--- src/rtl/fetch_unit.sv ---
// Instruction-fetch stage: PC, handshaked memory read with wait states, instruction register, branch redirect.
// Optional FETCH_REL_BRANCH_EN: branch_target is a signed offset from pc+1 instead of an absolute address.
//
// state | meaning
// FETCH | idle / ready to issue a read at pc (blocked while halt=1)
// WAIT  | mem_req held until mem_ack; a branch here is deferred via redirect_pending
// HOLD  | instruction register holds an unconsumed word until instr_ack
module fetch_unit #(
  parameter int                ADDR_W   = 8,
  parameter int                INSTR_W  = 16,
  parameter logic [ADDR_W-1:0] RESET_PC = '0
) (
  input  logic               clk,
  input  logic               reset,
  input  logic               halt,
  output logic               mem_req,
  output logic [ADDR_W-1:0]  mem_addr,
  input  logic               mem_ack,
  input  logic [INSTR_W-1:0] mem_rdata,
  output logic [INSTR_W-1:0] instruction,
  output logic               instr_valid,
  input  logic               instr_ack,
  input  logic               branch_en,
  input  logic [ADDR_W-1:0]  branch_target,
  output logic [ADDR_W-1:0]  pc,
  output logic               pc_wrap
);

  typedef enum logic [1:0] {FETCH, WAIT, HOLD} state_t;

  state_t             state;
  logic               redirect_pending;
  logic [ADDR_W-1:0]  pending_addr;
  logic [ADDR_W-1:0]  redir_addr;

`ifdef FETCH_REL_BRANCH_EN
  // pc is stable during WAIT, so resolving the offset at latch time is safe
  assign redir_addr = pc + ADDR_W'(1) + branch_target;
`else
  assign redir_addr = branch_target;
`endif

  assign mem_addr = pc;

  always_ff @(posedge clk or negedge reset) begin
    if (!reset) begin
      state            <= FETCH;
      pc               <= RESET_PC;
      mem_req          <= 1'b0;
      instruction      <= '0;
      instr_valid      <= 1'b0;
      pc_wrap          <= 1'b0;
      redirect_pending <= 1'b0;
      pending_addr     <= '0;
    end else begin
      pc_wrap <= 1'b0;
      case (state)
        FETCH: begin
          if (branch_en) begin
            pc <= redir_addr;
          end else if (!halt) begin
            mem_req <= 1'b1;
            state   <= WAIT;
          end
        end
        WAIT: begin
          if (mem_ack) begin
            mem_req          <= 1'b0;
            redirect_pending <= 1'b0;
            state            <= FETCH;
            // a branch arriving with the ack also discards the returning word
            if (branch_en) begin
              pc <= redir_addr;
            end else if (redirect_pending) begin
              pc <= pending_addr;
            end else begin
              instruction <= mem_rdata;
              instr_valid <= 1'b1;
              state       <= HOLD;
            end
          end else if (branch_en) begin
            pending_addr     <= redir_addr;
            redirect_pending <= 1'b1;
          end
        end
        HOLD: begin
          if (branch_en) begin
            pc          <= redir_addr;
            instr_valid <= 1'b0;
            state       <= FETCH;
          end else if (instr_ack) begin
            pc          <= pc + ADDR_W'(1);
            pc_wrap     <= &pc;
            instr_valid <= 1'b0;
            state       <= FETCH;
          end
        end
        default: state <= FETCH;
      endcase
    end
  end

endmodule

--- config.mk ---
export PLATFORM = sky130hd
export DESIGN_NAME = fetch_unit
export DESIGN_NICKNAME = d
export VERILOG_FILES = /design/src/rtl/fetch_unit.sv
export SDC_FILE = /design/constraint.sdc
export NUM_CORES = 1
export LEC_CHECK = 0
export ABC_CLOCK_PERIOD_IN_PS = 4600
export CORE_ASPECT_RATIO = 0.75
export CORE_MARGIN = 5
export CORE_UTILIZATION = 45
export CTS_CLUSTER_SIZE = 8
export DETAILED_ROUTE_END_ITERATION = 7
export PLACE_DENSITY = 0.88
export SYNTH_ARGS = -nofsm -noshare
export SYNTH_HDL_FRONTEND = slang
export SYNTH_SLANG_ARGS = --single-unit
--- constraint.sdc ---
create_clock -name clk -period 4.6 [get_ports clk]
set_input_delay 0.69 -clock clk [delete_from_list [all_inputs] [get_ports clk]]
set_output_delay 0.69 -clock clk [all_outputs]
set_load 0.03 [all_outputs]
==> results.txt <==
Dividing the synthesized area by the synthesized cell count gives 10.9 sq um. The run gives 0.416 mV as the worst voltage drop across the vdd grid. The min-delay analysis places its worst path in the category input port to async pin. TritonCTS built the clock tree. In this run the core area contains 20 standard-cell rows. From left edge to right edge, the die measures 86.6 um. After detailed routing, the number of vias per cell comes to 5.38.

In the post-route analysis, the smallest setup slack over all paths is 1870 ps. The data arrival time of the critical path is 2870 ps, and the fraction of registers with async set or reset after synthesis is 100%. Synthesis-stage register bit count: 38. For the achievable clock frequency, the log shows 366 MHz.

The congestion estimate from routability-driven global placement came to 0.886. The die covers 5840 sq um. In the routed design, unresolved DRC markers number 0. For the number of DRC markers after the initial detailed-route iteration, the log shows 105. From synthesis to final layout, the design area changed by 34.2%. The I/O pin total is 65, and the placed standard-cell area is 2570 sq um. The post-layout instance area is 2660 sq um, and the pre-CTS worst setup slack is 1580 ps.

Detailed placement finished with a half-perimeter wire length of 3.36 mm. The tools report the number of different library cells in the post-synthesis netlist as 38. In this run, placement finished with an instance count of 284. The endpoint identified for the worst register-to-register timing path is mem_addr[3].

The starting density of the core came out at 47.6%. The final routed wire length divided by cell count was 15.4 um; the first-pass iteration count of the detailed router was 4. The logs give 0 for the count of maximum capacitance violations and 0 ps for the setup TNS after final layout. Once the clock tree was built, the resizer swapped 0 gates to a different size. For this run, the number of Yosys warnings is 0. In the final layout, the share of cells above drive strength 1 is 16.6%.

The startpoint identified for the worst register-to-register timing path is state[1]. The routed via count is 1,559, and the net count of the finished layout is 270. The count of flip-flops with a built-in enable after synthesis works out to 0. The type of origin of the critical path was an input port.

The tools report the setup slack of the most critical reg-to-reg path as 2020 ps. The critical path data required time came out at 4740 ps. The run gives 0 as the number of max-slew violations in the final report. The tools report the combined global-route utilization of all metal layers as 16.3%.

The area inside the core boundary is 4150 sq um. The H-tree generated during clock tree synthesis spans 2 levels. The run gives 215 as the total nets after synthesis. The flow ran to the end, and the final reports show no timing, DRC or antenna violations. The clock period could shrink to 2730 ps.

The tools report the maximum clock path buffer count as 2. The via count of the first global-routing pass came out at 1,566. Kind of end point of the critical path: a flip-flop. Ratio of final minimum period to clock period: 59.4%.

The sequential share of the synthesized area came out at 48.1%. Of all nets on the critical path, the largest fanout is 17. The worst pin sits at a relative slew slack of 45.5%. The logs give 39 for the maximum number of pins on one net before global-route repair and 0 for the number of buffers inserted to repair setup after CTS. Summed over all cells, the static leakage comes to 1.10 nW.

Sink count of the clock tree: 38. Total power divided by cell area: 757 nW/um^2. The number of CTS-inserted buffers is 5, and the initial antenna violation count is 0. Input and output buffers added on the ports amount to 64. The count of cells in the finished layout, fillers not included, comes to 290. The root buffer selected by CTS is clkbuf_8. The worst-margin pin slew came out at 817 ps. For the final count of hold timing violations, the log shows 0. The routed design has 4.46 mm of wire. The detail route stage leaves a number of antenna-violating nets equal to 0. The logs give 181 for the instance count of the mapped netlist and 290 ps for the clock network latency to the later pin of the worst-skew pair. The first global-routing pass estimated 7.36 mm of wire. The repair_antennas step left the layout with diodes totalling 0. The most instantiated flip-flop cell in the synthesis netlist is dfrtp_1. The number of cells on the worst reg-to-reg path is 6. Setup repair after global routing left no endpoint under its margin. The synthesized netlist occupies a cell area of 1980 sq um.

The setup path with the least slack is of type input port to flip-flop. The post-route clock skew was 7.67 ps; the total overflow reported by the global router was 0. Setup violations remaining at the end of the flow were counted as 0.

Measured along the y axis, the die boundary spans 67.4 um. The completed layout was analyzed and its total power is 2.01 mW. After clock tree synthesis, the clock-pin slew on the worst setup and hold paths is 70 ps.

The quantity of hold-fixing buffers added after cts came out at 0.
-- power by group --
part / internal, mW / switching [mW]
sequential: 0.495 / 0.121
combinational: 0.510 / 0.660
clock: 0.116 / 0.108
total: 1.12 / 0.889
-- per-stage QoR --
step,util [%],hold WS (ps)
after floorplan,-,394
after global placement,61.9,472
after detailed placement,61.9,485
after CTS,63.9,500
after global routing,63.9,529
final,63.9,494
-- cell usage after synthesis, types with 3 or more instances --
cell type / count / area, sq um
dfrtp_1: 38 / 951
mux2_2: 23 / 259
nand2_1: 21 / 78.8
a21oi_1: 12 / 60.1
buf_4: 9 / 67.6
inv_1: 8 / 30.0
o21ai_0: 6 / 30.0
nand3_1: 5 / 25.0
nor2_1: 5 / 18.8
o21ai_2: 5 / 43.8
clkbuf_1: 4 / 15.0
ha_1: 4 / 50.1
a22oi_1: 3 / 22.5
nor4_1: 3 / 18.8
o211a_1: 3 / 30.0
o32ai_1: 3 / 26.3
-- cell usage in the layout (no fill, tap or decap), types with 2 or more instances in the layout --
| master | count |
|---|---|
| a21oi_1 | 12 |
| nand2_1 | 21 |
| nand3_1 | 5 |
| a221oi_2 | 2 |
| nand2b_1 | 2 |
| o211ai_1 | 2 |
| o21ai_0 | 6 |
| inv_1 | 8 |
| nor2_1 | 5 |
| clkdlybuf4s50_1 | 63 |
| o32ai_1 | 3 |
| ha_1 | 4 |
| nor2b_1 | 2 |
| clkbuf_8 | 6 |
| o211a_1 | 3 |
| dfrtp_1 | 38 |
| o221ai_1 | 2 |
| o21ai_2 | 5 |
| nor4_1 | 3 |
| nor3b_1 | 2 |
| mux2_2 | 23 |
| a22oi_1 | 3 |
-- flip-flops by register name, indices dropped and copies added (netlist names) --
signal	cells
instr_valid	1
redirect_pending	1
pending_addr	8
pc_wrap	1
state	2
mem_addr	8
mem_req	1
instruction	16
-- worst max path at each step --
stage / startpoint / to / slack, ps / cells after the start
2_1_floorplan: state[0] / mem_addr[0] / 2650 / 7
3_3_place_gp: branch_en / mem_addr[0] / 1650 / 4
3_5_place_dp: branch_en / mem_addr[0] / 1580 / 4
4_1_cts: branch_en / mem_addr[0] / 1870 / 4
5_1_grt: branch_en / mem_addr[3] / 1730 / 5
6_report: branch_en / mem_addr[3] / 1870 / 5
-- cells by family (layout without fill, tap and decap cells) --
kind of cell	after synthesis	count (layout)	synth area share, %
xor gates and xnor gates	1	1	0.443
DFF	38	38	48.1
muxes	25	25	14.4
buffers and inverters	24	78	7.08
AOI/OAI and AO/OA	43	43	16.0
adders and majority gates	4	4	2.53
and+or+nand+nor	46	46	11.5
-- metal layers --
layer	part of all wire (%)	GRT usage (%)
met3	11	7.44
met5	0	0
met2	45	26.0
met4	0.99	4.09
met1	43	20.2
-- area by class of cell --
class / instances / area (sq um)
timing repair buffer: 64 / 636
clock buffer: 6 / 82.6
tap: 55 / 68.8
fill: 345 / 1500
sequential: 38 / 951
inverter: 8 / 30.0
multi-input combinational: 119 / 887
-- critical path, stage by stage --
cell and delay (ps):
clkdlybuf4s50_1 760, nor3b_1 180, or4_1 870, a21oi_1 290
a221oi_2 80
(Power assumes the default switching activity.)
